**src/rtl/gpu_pkg.sv**
```systemverilog
// Shared GPU definitions: OBM byte layout, screen geometry, object slot record
// and the line-evaluator state encoding.
package gpu_pkg;

  localparam logic [1:0] OBM_XP_OFS    = 2'd0;
  localparam logic [1:0] OBM_YP_OFS    = 2'd1;
  localparam logic [1:0] OBM_ATTR_OFS  = 2'd2;
  localparam logic [1:0] OBM_COLOR_OFS = 2'd3;

  localparam int SCREEN_VISIBLE_LINES = 240;
  localparam int OBJECT_SIZE          = 8;

  typedef struct packed {
    logic [5:0] obma;
    logic [2:0] row;
  } obj_slot_t;

  typedef enum logic [1:0] {
    IDLE   = 2'd0,
    SCAN   = 2'd1,
    COMMIT = 2'd2
  } eval_state_t;

  // 9-bit compare so an object near the bottom never wraps onto line 0.
  function automatic logic obj_y_hit(input logic [7:0] target_y, input logic [7:0] obj_y);
    logic [8:0] t9;
    logic [8:0] y9;
    t9 = {1'b0, target_y};
    y9 = {1'b0, obj_y};
    return (t9 >= y9) && (t9 < (y9 + 9'(OBJECT_SIZE)));
  endfunction

endpackage

```
**src/rtl/object_line_evaluator_m_if.sv**
```systemverilog
// OBM read port between the line evaluator (master) and object memory (slave).
interface object_line_evaluator_m_if;
  logic [7:0] obm_addr;
  logic [7:0] obm_data;

  modport master (output obm_addr, input obm_data);
  modport slave  (input obm_addr, output obm_data);
endinterface

```
**src/rtl/object_line_evaluator_m_slot_table.sv**
```systemverilog
// Double-buffered object slot table: the back bank fills during the scan, the
// active bank is only ever replaced wholesale on commit.
module object_slot_table_m
  import gpu_pkg::*;
#(
  parameter int MAX_SLOTS = 8,
  parameter int HC_W      = 7
) (
  input  logic                   clk,
  input  logic                   rst,
  input  logic                   clear,
  input  logic                   hit,
  input  obj_slot_t              hit_slot,
  input  logic                   commit,
  output logic [MAX_SLOTS-1:0]   slot_valid,
  output logic [6*MAX_SLOTS-1:0] slot_obma,
  output logic [3*MAX_SLOTS-1:0] slot_row,
  output logic [HC_W-1:0]        hit_count,
  output logic                   overflow
);

  localparam int FILL_W = $clog2(MAX_SLOTS + 1);
  localparam int SLOT_W = (MAX_SLOTS > 1) ? $clog2(MAX_SLOTS) : 1;

  obj_slot_t              back_q [MAX_SLOTS];
  logic [MAX_SLOTS-1:0]   back_valid_q;
  logic [FILL_W-1:0]      fill_q;
  logic [HC_W-1:0]        back_hits_q;
  logic                   back_ovf_q;

  always_ff @(posedge clk) begin
    if (rst || clear) begin
      for (int k = 0; k < MAX_SLOTS; k++) back_q[k] <= '0;
      back_valid_q <= '0;
      fill_q       <= '0;
      back_hits_q  <= '0;
      back_ovf_q   <= 1'b0;
    end else if (hit) begin
      back_hits_q <= back_hits_q + HC_W'(1);
      if (fill_q < FILL_W'(MAX_SLOTS)) begin
        back_q[fill_q[SLOT_W-1:0]]       <= hit_slot;
        back_valid_q[fill_q[SLOT_W-1:0]] <= 1'b1;
        fill_q                           <= fill_q + FILL_W'(1);
      end else begin
        back_ovf_q <= 1'b1;
      end
    end
  end

  always_ff @(posedge clk) begin
    if (rst) begin
      slot_valid <= '0;
      slot_obma  <= '0;
      slot_row   <= '0;
      hit_count  <= '0;
      overflow   <= 1'b0;
    end else if (commit) begin
      slot_valid <= back_valid_q;
      for (int k = 0; k < MAX_SLOTS; k++) begin
        slot_obma[6*k +: 6] <= back_q[k].obma;
        slot_row[3*k +: 3]  <= back_q[k].row;
      end
      hit_count <= back_hits_q;
      overflow  <= back_ovf_q;
    end
  end

endmodule

```
**src/rtl/object_line_evaluator_m.sv**
```systemverilog
// Per-line object evaluator: scans OBM Y bytes during hblank and publishes the
// first MAX_SLOTS objects hitting the next line. Option: OBJECT_YHIDE_EN.
module object_line_evaluator_m
  import gpu_pkg::*;
#(
  parameter int NUM_OBJECTS = 64,
  parameter int MAX_SLOTS   = 8
) (
  input  logic                                clk,
  input  logic                                rst,
  input  logic [7:0]                          yp,
  input  logic                                line_start,
  object_line_evaluator_m_if.master           obm,
  output logic [MAX_SLOTS-1:0]                slot_valid,
  output logic [6*MAX_SLOTS-1:0]              slot_obma,
  output logic [3*MAX_SLOTS-1:0]              slot_row,
  output logic [$clog2(NUM_OBJECTS+1)-1:0]   hit_count,
  output logic                                overflow,
  output logic                                busy,
  output logic                                done
);

  // state  | meaning
  // IDLE   | table held, waiting for line_start
  // SCAN   | issuing OBM reads and comparing the returned Y one cycle later
  // COMMIT | copy back table to outputs, pulse done

  localparam int IDX_W = $clog2(NUM_OBJECTS) + 1;
  localparam int HC_W  = $clog2(NUM_OBJECTS + 1);

  eval_state_t      state_q, state_d;
  logic [IDX_W-1:0] idx_q, idx_d;
  logic [7:0]       target_q, target_d;
  logic             cmp_valid_q;
  logic [5:0]       cmp_obma_q;
  logic             done_q;
  logic             issuing;
  logic             y_hidden;
  logic             tbl_clear, tbl_commit, tbl_hit;
  obj_slot_t        hit_slot;

  assign issuing      = (state_q == SCAN) && (idx_q < IDX_W'(NUM_OBJECTS));
  assign obm.obm_addr = issuing ? {6'(idx_q), OBM_YP_OFS} : 8'd0;

`ifdef OBJECT_YHIDE_EN
  assign y_hidden = obm.obm_data >= 8'(SCREEN_VISIBLE_LINES);
`else
  assign y_hidden = 1'b0;
`endif

  assign hit_slot.obma = cmp_obma_q;
  assign hit_slot.row  = 3'(target_q - obm.obm_data);

  always_comb begin
    state_d    = state_q;
    idx_d      = idx_q;
    target_d   = target_q;
    tbl_clear  = 1'b0;
    tbl_commit = 1'b0;
    tbl_hit    = 1'b0;
    // A new line_start wins in any state: the half-built table is discarded.
    if (line_start) begin
      target_d  = yp + 8'd1;
      idx_d     = '0;
      tbl_clear = 1'b1;
      state_d   = SCAN;
    end else begin
      case (state_q)
        SCAN: begin
          if (issuing) idx_d = idx_q + IDX_W'(1);
          if (cmp_valid_q) begin
            tbl_hit = obj_y_hit(target_q, obm.obm_data) && !y_hidden;
            if (cmp_obma_q == 6'(NUM_OBJECTS - 1)) state_d = COMMIT;
          end
        end
        COMMIT: begin
          tbl_commit = 1'b1;
          state_d    = IDLE;
        end
        default: state_d = IDLE;
      endcase
    end
  end

  always_ff @(posedge clk) begin
    if (rst) begin
      state_q     <= IDLE;
      idx_q       <= '0;
      target_q    <= '0;
      cmp_valid_q <= 1'b0;
      cmp_obma_q  <= '0;
      done_q      <= 1'b0;
    end else begin
      state_q     <= state_d;
      idx_q       <= idx_d;
      target_q    <= target_d;
      cmp_valid_q <= issuing && !line_start;
      cmp_obma_q  <= 6'(idx_q);
      done_q      <= tbl_commit;
    end
  end

  assign busy = (state_q != IDLE);
  assign done = done_q;

  object_slot_table_m #(
    .MAX_SLOTS (MAX_SLOTS),
    .HC_W      (HC_W)
  ) u_slot_table (
    .clk        (clk),
    .rst        (rst),
    .clear      (tbl_clear),
    .hit        (tbl_hit),
    .hit_slot   (hit_slot),
    .commit     (tbl_commit),
    .slot_valid (slot_valid),
    .slot_obma  (slot_obma),
    .slot_row   (slot_row),
    .hit_count  (hit_count),
    .overflow   (overflow)
  );

endmodule

```
**src/flat_wrapper.sv**
```systemverilog
// flat-port wrapper written by rule: the top's interface ports become plain ports
module object_line_evaluator_m_flat import gpu_pkg::*;
#(
  parameter int NUM_OBJECTS = 64,
  parameter int MAX_SLOTS   = 8
)
  (clk, rst, yp, line_start, slot_valid, slot_obma, slot_row, hit_count, overflow, busy, done, obm_obm_addr, obm_obm_data);
  object_line_evaluator_m_if obm_i ();
  input  logic clk;
  input  logic rst;
  input  logic [7:0] yp;
  input  logic line_start;
  output logic [MAX_SLOTS-1:0] slot_valid;
  output logic [6*MAX_SLOTS-1:0] slot_obma;
  output logic [3*MAX_SLOTS-1:0] slot_row;
  output logic [$clog2(NUM_OBJECTS+1)-1:0] hit_count;
  output logic overflow;
  output logic busy;
  output logic done;
  output wire logic [$bits(obm_i.obm_addr)-1:0] obm_obm_addr;
  input wire logic [$bits(obm_i.obm_data)-1:0] obm_obm_data;
  assign obm_obm_addr = obm_i.obm_addr;
  assign obm_i.obm_data = obm_obm_data;
  object_line_evaluator_m #(.NUM_OBJECTS(NUM_OBJECTS), .MAX_SLOTS(MAX_SLOTS)) u_core (.clk(clk), .rst(rst), .yp(yp), .line_start(line_start), .obm(obm_i), .slot_valid(slot_valid), .slot_obma(slot_obma), .slot_row(slot_row), .hit_count(hit_count), .overflow(overflow), .busy(busy), .done(done));
endmodule
```
**config.mk**
```make
export PLATFORM = sky130hd
export DESIGN_NAME = object_line_evaluator_m_flat
export DESIGN_NICKNAME = d
export VERILOG_FILES = /design/src/rtl/gpu_pkg.sv /design/src/rtl/object_line_evaluator_m_if.sv /design/src/rtl/object_line_evaluator_m_slot_table.sv /design/src/rtl/object_line_evaluator_m.sv /design/src/flat_wrapper.sv
export SDC_FILE = /design/constraint.sdc
export NUM_CORES = 1
export LEC_CHECK = 0
export CORE_MARGIN = 10
export CORE_UTILIZATION = 45
export CTS_BUF_LIST = sky130_fd_sc_hd__clkbuf_8
export DETAILED_ROUTE_END_ITERATION = 16
export PLACE_DENSITY = 0.68
export SYNTH_ARGS = -nofsm -noshare
export SYNTH_HDL_FRONTEND = slang
export SYNTH_HIERARCHICAL = 1
export SYNTH_SLANG_ARGS = --single-unit
```
**constraint.sdc**
```tcl
create_clock -name clk -period 6.83 [get_ports clk]
set_clock_uncertainty 0.1 [all_clocks]
set_input_delay 1.366 -clock clk [delete_from_list [all_inputs] [get_ports clk]]
set_output_delay 1.366 -clock clk [all_outputs]
set_load 0.005 [all_outputs]
```
==> results of run 1 <==
state kept, by name, summed over array words and instances (netlist names):
signal / cells
u_core/state_q: 2
u_core/cmp_valid_q: 1
u_core/u_slot_table/back_valid_q: 8
u_core/u_slot_table/back_ovf_q: 1
u_core/u_slot_table/slot_row: 24
u_core/cmp_obma_q: 6
u_core/u_slot_table/hit_count: 7
u_core/u_slot_table/back_hits_q: 7
u_core/u_slot_table/slot_valid: 8
u_core/idx_q: 7
u_core/u_slot_table/slot_obma: 48
u_core/u_slot_table/fill_q: 4
u_core/u_slot_table/back_q: 72
u_core/done: 1
u_core/target_q: 8
u_core/u_slot_table/overflow: 1
final cells by class:
class	count	area [um^2]
clock buffer	39	537
clock inverter	24	97.6
fill	1452	7420
inverter	12	45.0
multi-input combinational	429	3060
sequential	205	4820
tap	225	282
timing repair buffer	123	1210
placed cells by master, fill, tap and decap left out, types with 9 or more instances in the layout:
cell type	count
inv_1	27
clkdlybuf4s50_1	114
clkbuf_8	39
nor2_1	113
xor2_1	13
buf_4	9
a21o_1	12
edfxtp_1	72
nand3_1	9
and2_1	79
mux2i_1	92
dfxtp_1	133
ha_1	18
routing by layer:
layer  vias up  GRT usage  wire length [um]
li1       2587          -                 -
met3        33     0.0516              1220
met5         -          0                 0
met4         0     0.0513               461
met1      2496      0.173              7750
met2       126      0.256              8830
power by group:
group / switching, mW / internal, mW / total (mW)
combinational: 0.0604 / 0.0361 / 0.0965
sequential: 0.0138 / 1.29 / 1.30
clock: 0.464 / 0.523 / 0.987
total: 0.538 / 1.84 / 2.38
kinds of logic (layout without fill, tap and decap cells):
family	count (synthesis)	count (layout)	synth area share
other cells	1	1	0.000463
fa+ha+maj	19	19	0.0303
flops	205	205	0.596
xor+xnor	20	20	0.0216
mux	92	92	0.114
compound gates	41	41	0.0359
simple gates	256	256	0.174
buf+inv	47	198	0.0275
worst paths after layout:
| kind | start | end | slack, ns | depth (start not counted) |
|---|---|---|---|---|
| worst max-delay path | obm_obm_data[3] | u_core/u_slot_table/back_q[1][1] | 1.69 | 10 |
| worst min-delay path | u_core/u_slot_table/back_valid_q[3] | u_core/u_slot_table/back_valid_q[3] | 0.35 | 1 |
| worst max register to register | u_core/target_q[0] | u_core/u_slot_table/back_q[1][1] | 2.80 | 11 |
| worst min register to register | u_core/u_slot_table/back_valid_q[3] | u_core/u_slot_table/back_valid_q[3] | 0.35 | 1 |
critical path: stages:
cell             delay (ns)
clkdlybuf4s50_1        0.48
ha_1                   0.27
xnor2_1                0.14
ha_1                   0.30
nand4b_1               0.11
o221ai_1               0.14
a311oi_2               0.74
or4b_4                 0.63
nor4_2                 0.54
nand2b_1               0.48
==> results.md, run 1 <==
* Synth top area cells: dfxtp_1 (33%), edfxtp_1 (27%), mux2i_1 (11%)
* Min Hold Slack at 0.352 ns
* Rel. slew slack at 0.245
* Latest clock arrival within the worst-skew pair at 0.50 ns
* Worst Path Arrival at 5.19 ns
* Die Y at between 150 and 200 um
* Main synth FF type: dfxtp_1
* Synth top cells by count: dfxtp_1 (133), nor2_1 (113), mux2i_1 (92)
* Starting Density at 0.463
* Post-synthesis async set-or-reset flop share at 0
* Die area at roughly 0.024 mm^2
* Final period utilization at 0.753
* Post-DR vias/cell at 4.96
* Largest net degree at the start of global routing at 110
* Power Total at 2.38 mW
* DR vias at 5,242
* Final ANT Viol Nets at 0
* Hold Buf Count CTS at 0
* H-tree level count at 2
* Cell area after layout at 0.0101 mm^2
* Fin. max-slew vios at 0
* Rows at 48
* Seq cells post-synth at between 200 and 250
* Vias in the first global route at 5,435
* CTS buffer count at 35
* Routability cong. at 0.785
* CTS Root Cell: clkbuf_8
* Post-DP HPWL at 12.5 mm
* Critical path class: in -> reg
* Pre-CTS setup slack at 1.21 ns
* Synth top area share at 0.329
* WP data required at ~7 ns
* Hold crit path type: reg -> reg
* Final Core Density at 0.575
* Cell Count, Final, Fillers Out at 1,057
* Post-CTS setup buffers at 0
* GRT overflow at 0
* Reg clk slew, reported paths at around 0.060 ns
* Fin worst setup slack at 1.69 ns
* Max IR drop VDD at 0.134 mV
* WL final at 18.3 mm
* P&R area growth vs syn at 24.2%
* Total GRT Usage at 0.150
* Tmin final at 5.14 ns
* Count leader, synth: dfxtp_1
* Max FO, Critical Path at 11
* 1st-pass router iterations at 5
* Port Buffer Count at roughly 120
* TNS Setup at 0 ns
* First DRT Iteration DRCs at 244
* Core area at 0.0175 mm^2
* Ports at 117
* Max Clk Rate at between 0.15 and 0.2 GHz
* Status: finished clean
* ANT cells at 0
* CTS tree: built
* Layout Nets at between 800 and 900
* Mean area per synthesized cell at 11.9 um^2
* Post-synth top area cell: dfxtp_1
* Number of synthesized flops with an enable pin at 72
* First-pass GRT wire length at about 29 mm
* DR WL/cell at 17.3 um
* Max Cap Viol at 0
* Post-cts resize count at 0
* Cells after synthesis at 681
* Final setup fails at 0
* RSZ-0062 raised after global routing: no
* Dpl cells at ~990
* Initial antenna violation count at 0
* Final hold violation count at 0
* Leakage at 3.81 nW
* # DRC at 0
* Deepest clock path buffer count at 3
* Crit path capture type: flip-flop
* Actual slew at the worst max-slew pin at roughly 1.1 ns
* Yosys cell types at 51
* Synth warnings at 6
* Startpoint Class: input port
* CTS Sinks at between 200 and 250
* PwrDens at between 200 and 250 mW/mm^2
* Die width at 154 um
* Syn Nets at 719
* Sequential share of the synthesized area at 0.596
* Placed cell area at 0.00942 mm^2
* Synthesized area at between 0.008 and 0.009 mm^2
* Layout cell share with drive strength beyond 1 at 0.0865
No activity file was read; power rests on OpenSTA's default activity.
==> inputs of run 2 (changes only) <==
PLACE_DENSITY = 0.71   (was 0.68)
clock period = 4.4 ns   (was 6.83 ns; I/O delays follow)
==> run 2 against run 1 <==
  * Design area grew 0.97%
  * Worst hold slack gained 0.0039 ns
  * Routed wire length grew 1.1%
  * Die area is the same
  * Sequential power grew 55%
  * Via count grew 0.48%
  * Register-to-register slack lost 1.6 ns
  * Final cell count grew 0.38%
==> results.md, run 2 (same netlist as run 1, synthesis figures left out) <==
* Fillers at approximately 1.4k
* Post-CTS setup buffers at 0
* Total GRT Usage at 0.151
* CTS buffer count at 34
* RSZ-0062 raised after global routing: no
* Hold Path Sink: u_core/u_slot_table/back_valid_q[6]
* Pre-CTS setup slack at 0.0608 ns
* Fin worst setup slack at ~0.56 ns
* Crit path capture type: flip-flop
* Hold Buf Count CTS at 0
* Leakage at between 3 and 4 nW
* Final period utilization at 0.872
* # DRC at 0
* Status: finished clean
* PwrDens at between 300 and 400 mW/mm^2
* Rows at 48
* ANT cells at 0
* Cell Count, Final, Fillers Out at 1,061
* Actual slew at the worst max-slew pin at 1.05 ns
* GRT overflow at 0
* R2R Path Start: u_core/target_q[0]
* Final hold violation count at 0
* Hold crit path type: reg -> reg
* Largest net degree at the start of global routing at 98
* Die width at 154 um
* DR vias at approximately 5.3k
* Registers with the most flip-flops: u_core/u_slot_table/back_q (72), u_core/u_slot_table/slot_obma (48), u_core/u_slot_table/slot_row (24)
* R2R Path End: u_core/u_slot_table/back_q[1][5]
* CTS Sinks at around 200
* Max Cap Viol at 0
* Post-DR vias/cell at between 4 and 5
* Fin. max-slew vios at 0
* Worst R2R Setup Slack at 1.22 ns
* Largest register FFs at 72
* Vias in the first global route at 5,599
* Deepest clock path buffer count at 3
* DR WL/cell at 17.4 um
* Critical path class: in -> reg
* CTS tree: built
* Cell area after layout at 0.0102 mm^2
* Starting Density at 0.463
* Ports at around 120
* First DRT Iteration DRCs at approximately 290
* TNS Setup at 0 ns
* Leading cell types in the layout, fill and taps excluded: dfxtp_1 (133), clkdlybuf4s50_1 (114), nor2_1 (113), mux2i_1 (92), and2_1 (79)
* Initial antenna violation count at 0
* H-tree level count at 2
* Most common cell after layout, fill and taps aside: dfxtp_1
* Routability cong. at 0.858
* Tmin final at 3.84 ns
* Max Clk Rate at roughly 0.26 GHz
* 1st-pass router iterations at 5
* Dpl cells at between 900 and 1k
* Top reg by flops: u_core/u_slot_table/back_q
* Reg2reg path depth at 11
* Latest clock arrival within the worst-skew pair at 0.50 ns
* P&R area growth vs syn at 25.4%
* Placed cell area at 0.00947 mm^2
* Reg clk slew, reported paths at roughly 0.06 ns
* First-pass GRT wire length at 29.4 mm
* Port Buffer Count at roughly 120
* WL final at roughly 18 mm
* Layout cell share with drive strength beyond 1 at 0.0957
* Rel. slew slack at 0.300
* CTS Root Cell: clkbuf_8
* Max FO, Critical Path at 9
* Final ANT Viol Nets at 0
* Post-cts resize count at 0
* Startpoint Class: input port
* Hold path start: u_core/u_slot_table/back_valid_q[6]
* Worst Path Arrival at 3.88 ns
* Core area at 0.0175 mm^2
* Die Y at 154 um
* Max IR drop VDD at 0.196 mV
* Post-DP HPWL at 12.7 mm
* Layout Nets at 848
* Final setup fails at 0
* Die area at 0.0238 mm^2
* Worst Hold Depth at 1
* WP data required at between 4 and 5 ns
==> run 2: changes by cell type in the layout (fill, tap and decap cells not counted) <==
cell / change
clkinvlp_4: -1
inv_1: -2
clkinv_2: +2
buf_12: +1
buf_4: +4
bufinv_16: +2
clkinv_1: -2
==> run 2: worst max path at each step <==
stage	from	endpoint	slack, ns	cells past startpoint
after detailed placement	obm_obm_data[3]	u_core/u_slot_table/back_q[1][8]	0.06	10
after global placement	obm_obm_data[3]	u_core/u_slot_table/back_q[1][0]	0.18	10
final	obm_obm_data[5]	u_core/u_slot_table/back_q[1][5]	0.56	10
after floorplan	obm_obm_data[3]	u_core/u_slot_table/back_q[0][0]	0.42	10
after global routing	obm_obm_data[3]	u_core/u_slot_table/back_q[1][5]	0.41	10
after CTS	obm_obm_data[5]	u_core/u_slot_table/back_q[1][8]	0.59	10
==> run 2: layout make-up <==
class / instances / area [um^2] / area share
flip-flops and latches: 205 / 4820 / 0.475
multi-input cells: 429 / 3060 / 0.301
repair buffers: 128 / 1260 / 0.124
clock buffers: 39 / 537 / 0.0529
well taps: 225 / 282 / 0.0277
clock inverters: 23 / 145 / 0.0143
inverters: 12 / 45.0 / 0.00444
==> run 2: where the power goes <==
group	total (mW)	leakage (nW)	switching (mW)	internal (mW)
registers	2.01	1.87	0.0202	1.99
logic	0.152	1.59	0.0949	0.0568
clock network	1.65	0.402	0.716	0.929
==> run 2: stage by stage <==
| stage | total power, mW | utilization | hold WS [ns] |
|---|---|---|---|
| 4_1_cts | 3.86 | 0.581 | 0.359 |
| 3_5_place_dp | 2.21 | 0.542 | 0.343 |
| 5_1_grt | 3.96 | 0.581 | 0.387 |
| 6_report | 3.81 | 0.581 | 0.356 |
| 3_3_place_gp | 2.20 | 0.542 | 0.336 |
| 2_1_floorplan | 2.14 | - | 0.326 |
==> run 2: worst max-delay path, stage by stage <==
cell and delay, ns:
clkdlybuf4s50_1 0.55, nand3_1 0.12, xnor2_1 0.19, ha_1 0.29
a21oi_1 0.14, o221ai_1 0.14, a311oi_2 0.36, or4b_4 0.59
nor4_2 0.19, nand2b_1 0.42
==> run 2: routing by layer <==
layer,vias up,track usage,share of wire
li1,2589,-,-
met1,2517,0.170,0.41
met2,132,0.266,0.51
met3,29,0.0421,0.059
met4,0,0.0567,0.020
met5,-,0,0
==> inputs of run 3 (changes only) <==
SYNTH_HIERARCHICAL = not set   (was 1)
==> run 3 against run 2 <==
  * Worst hold slack got worse by 0.0040 ns
  * Largest power group unchanged
  * Maximum frequency increased by 2.5%
  * Largest cell class unchanged
  * Final cell count increased by 12%
  * First-iteration DRC count increased by 41%
  * Die area decreased by 2.8%
  * Sequential share of layout area increased by 1.3 points
  * Via count increased by 13%
  * Critical path type unchanged
  * Setup slack improved by 0.092 ns
  * Synthesized area decreased by 3.3%
  * Design area decreased by 2.7%
  * Non-clock buffer count increased by 9
==> results.md, run 3 <==
* Worst Hold Depth at 2
* Number of synthesized flops with an enable pin at 72
* Largest register FFs at 72
* Multi-input logic area at 0.00274 mm^2
* CP Cell Sequence: clkdlybuf4s50_1 > nand3_2 > xnor2_1 > ha_1 > a21oi_1 > o21ai_0 > o211a_1 > or3_4 > or4_4 > o21ai_0 > buf_4
* Count leader, synth: nand2_1
* Reg2reg path depth at 9
* Most common cell after layout, fill and taps aside: nand2_1
* Starting Density at 0.456
* Post-synthesis async set-or-reset flop share at 0
* Slowest cell on crit path: clkdlybuf4s50_1
* PwrDens at 378 mW/mm^2
* # DRC at 0
* WL final at roughly 19 mm
* Leading cell types in the layout, fill and taps excluded: nand2_1 (213), dfxtp_1 (133), clkdlybuf4s50_1 (114), a21oi_1 (96), nor2_1 (94)
* Sequential share of power at 0.538
* Worst Path Arrival at ~3.9 ns
* Max IR drop VDD at approximately 0.18 mV
* Die Y at 152 um
* Worst R2R Setup Slack at 1.40 ns
* Deepest clock path buffer count at 3
* CP top delay family: simple AND/OR/NAND/NOR gates
* Ports at 117
* Layout cell share with drive strength beyond 1 at 0.0839
* DR WL/cell at 15.8 um
* Fin. max-slew vios at 0
* Fin worst setup slack at 0.656 ns
* WP data required at 4.53 ns
* Min Hold Slack at ~0.35 ns
* DR vias at approximately 6k
* Tmin final at 3.74 ns
* Int Power at ~2.9 mW
* Synth warnings at 0
* Top cell by count, worst path: o21ai_0
* Crit path capture type: flip-flop
* Latest clock arrival within the worst-skew pair at 0.51 ns
* Vias in the first global route at approximately 6k
* Synth top cells by count: nand2_1 (213), dfxtp_1 (133), a21oi_1 (96)
* Register Area at ~0.0048 mm^2
* Post-DP HPWL at 13.0 mm
* Pre-CTS setup slack at 0.151 ns
* Initial antenna violation count at 0
* H-tree level count at 2
* Switching pwr at 0.852 mW
* Sw frac at 0.228
* Routability cong. at 0.796
* Max Clk Rate at 0.267 GHz
* Startpoint Class: input port
* First-pass GRT wire length at 30.2 mm
* Total GRT Usage at 0.156
* RSZ-0062 raised after global routing: no
* 1st-pass router iterations at 5
* Post-DR vias/cell at roughly 5
* Die width at 152 um
* Max Cap Viol at 0
* Core area at between 0.015 and 0.02 mm^2
* Syn Nets at 854
* Yosys cell types at 47
* CTS buffer count at 35
* Top reg by flops: u_core.u_slot_table.back_q
* Sequential share of the synthesized area at 0.616
* Cells after synthesis at ~820
* Layout Nets at 977
* GRT overflow at 0
* Post-cts resize count at 0
* Final period utilization at 0.851
* TNS Setup at 0 ns
* Final ANT Viol Nets at 0
* Post-synth top area cell: dfxtp_1
* Worst Path Buf+Inv at 2
* Critical path class: in -> reg
* Die area at between 0.02 and 0.025 mm^2
* Gate power share at 0.041
* Synth top area cells: dfxtp_1 (34%), edfxtp_1 (28%), nand2_1 (10%)
* WP depth at 11
* Critical Path Max Stage Delay at about 0.55 ns
* Hold Buf Count CTS at 0
* Max FO, Critical Path at 9
* ANT cells at 0
* Seq cells post-synth at 205
* Port Buffer Count at 115
* Registers with the most flip-flops: u_core.u_slot_table.back_q (72), slot_obma (48), slot_row (24)
* Hold crit path type: reg -> reg
* Main synth FF type: dfxtp_1
* Synthesized area at 0.00783 mm^2
* CTS Sinks at between 200 and 250
* Final hold violation count at 0
* CTS Root Cell: clkbuf_8
* Rows at 48
* Post-CTS setup buffers at 0
* Fillers at approximately 1.6k
* Mean area per synthesized cell at 9.60 um^2
* First DRT Iteration DRCs at 405
* Actual slew at the worst max-slew pin at 1.10 ns
* Rel. slew slack at 0.267
* Largest net degree at the start of global routing at 105
* P&R area growth vs syn at 26.1%
* Status: finished clean
* CTS tree: built
* Synth top area share at 0.340
* Leakage at 3.48 nW
* Final setup fails at 0
* Clock power share at 0.421
* Reg clk slew, reported paths at about 0.050 ns
[run 3: path summary, 6_finish.rpt]
check	from	to
min reg2reg	slot_obma[37]	slot_obma[37]
max	obm_obm_data[5]	u_core.u_slot_table.back_q[5][0]
min	slot_obma[37]	slot_obma[37]
max reg2reg	u_core.target_q[0]	u_core.u_slot_table.back_q[5][0]
[run 3: kinds of logic (layout without fill, tap and decap cells)]
logic type | after synthesis | after routing | synth area share
adder cells (fa/ha/maj) | 19 | 19 | 0.0313
flip-flops | 205 | 205 | 0.616
other | 1 | 1 | 0.000479
XOR/XNOR | 19 | 19 | 0.0212
AND/OR/NAND/NOR | 367 | 367 | 0.198
AO/OA/AOI/OAI | 136 | 136 | 0.0941
buffers and inverters | 66 | 215 | 0.0351
multiplexers | 3 | 3 | 0.00383
[run 3: worst min-delay path, delay by kind of cell, from the launching register on]
kind	cells	cell delay, ns
compound gates	1	0.05
flops	1	0.30
simple gates	1	0.05
[run 3: cell type report]
class,count,share of cell area
Sequential cell,205,0.489
Inverter,15,0.00570
Tap cell,225,0.0285
Timing Repair Buffer,137,0.134
Multi-Input combinational cell,545,0.277
Clock inverter,23,0.0100
Clock buffer,40,0.0557
[run 3: through the flow]
step	instance area [um^2]	std cells	util	total power, mW
2_1_floorplan	7830	816	-	2.13
3_3_place_gp	9230	1127	0.537	2.20
3_5_place_dp	9230	1127	0.537	2.20
4_1_cts	9880	1190	0.575	3.77
5_1_grt	9880	1190	0.575	3.88
6_report	9880	1190	0.575	3.73
[run 3: power groups by stage]
stage	clock network, mW	logic (mW)	registers (mW)
4_1_cts	1.61	0.154	2.01
2_1_floorplan	0	0.0909	2.04
6_report	1.57	0.152	2.01
5_1_grt	1.71	0.168	2.01
3_3_place_gp	0	0.150	2.05
3_5_place_dp	0	0.153	2.05
[run 3: metal layers]
| metal | part of all wire | track usage | wire, um |
|---|---|---|---|
| met2 | 0.48 | 0.255 | 8910 |
| met4 | 0.013 | 0.0486 | 246 |
| met5 | 0 | 0 | 0 |
| met3 | 0.069 | 0.0494 | 1290 |
| met1 | 0.44 | 0.192 | 8300 |
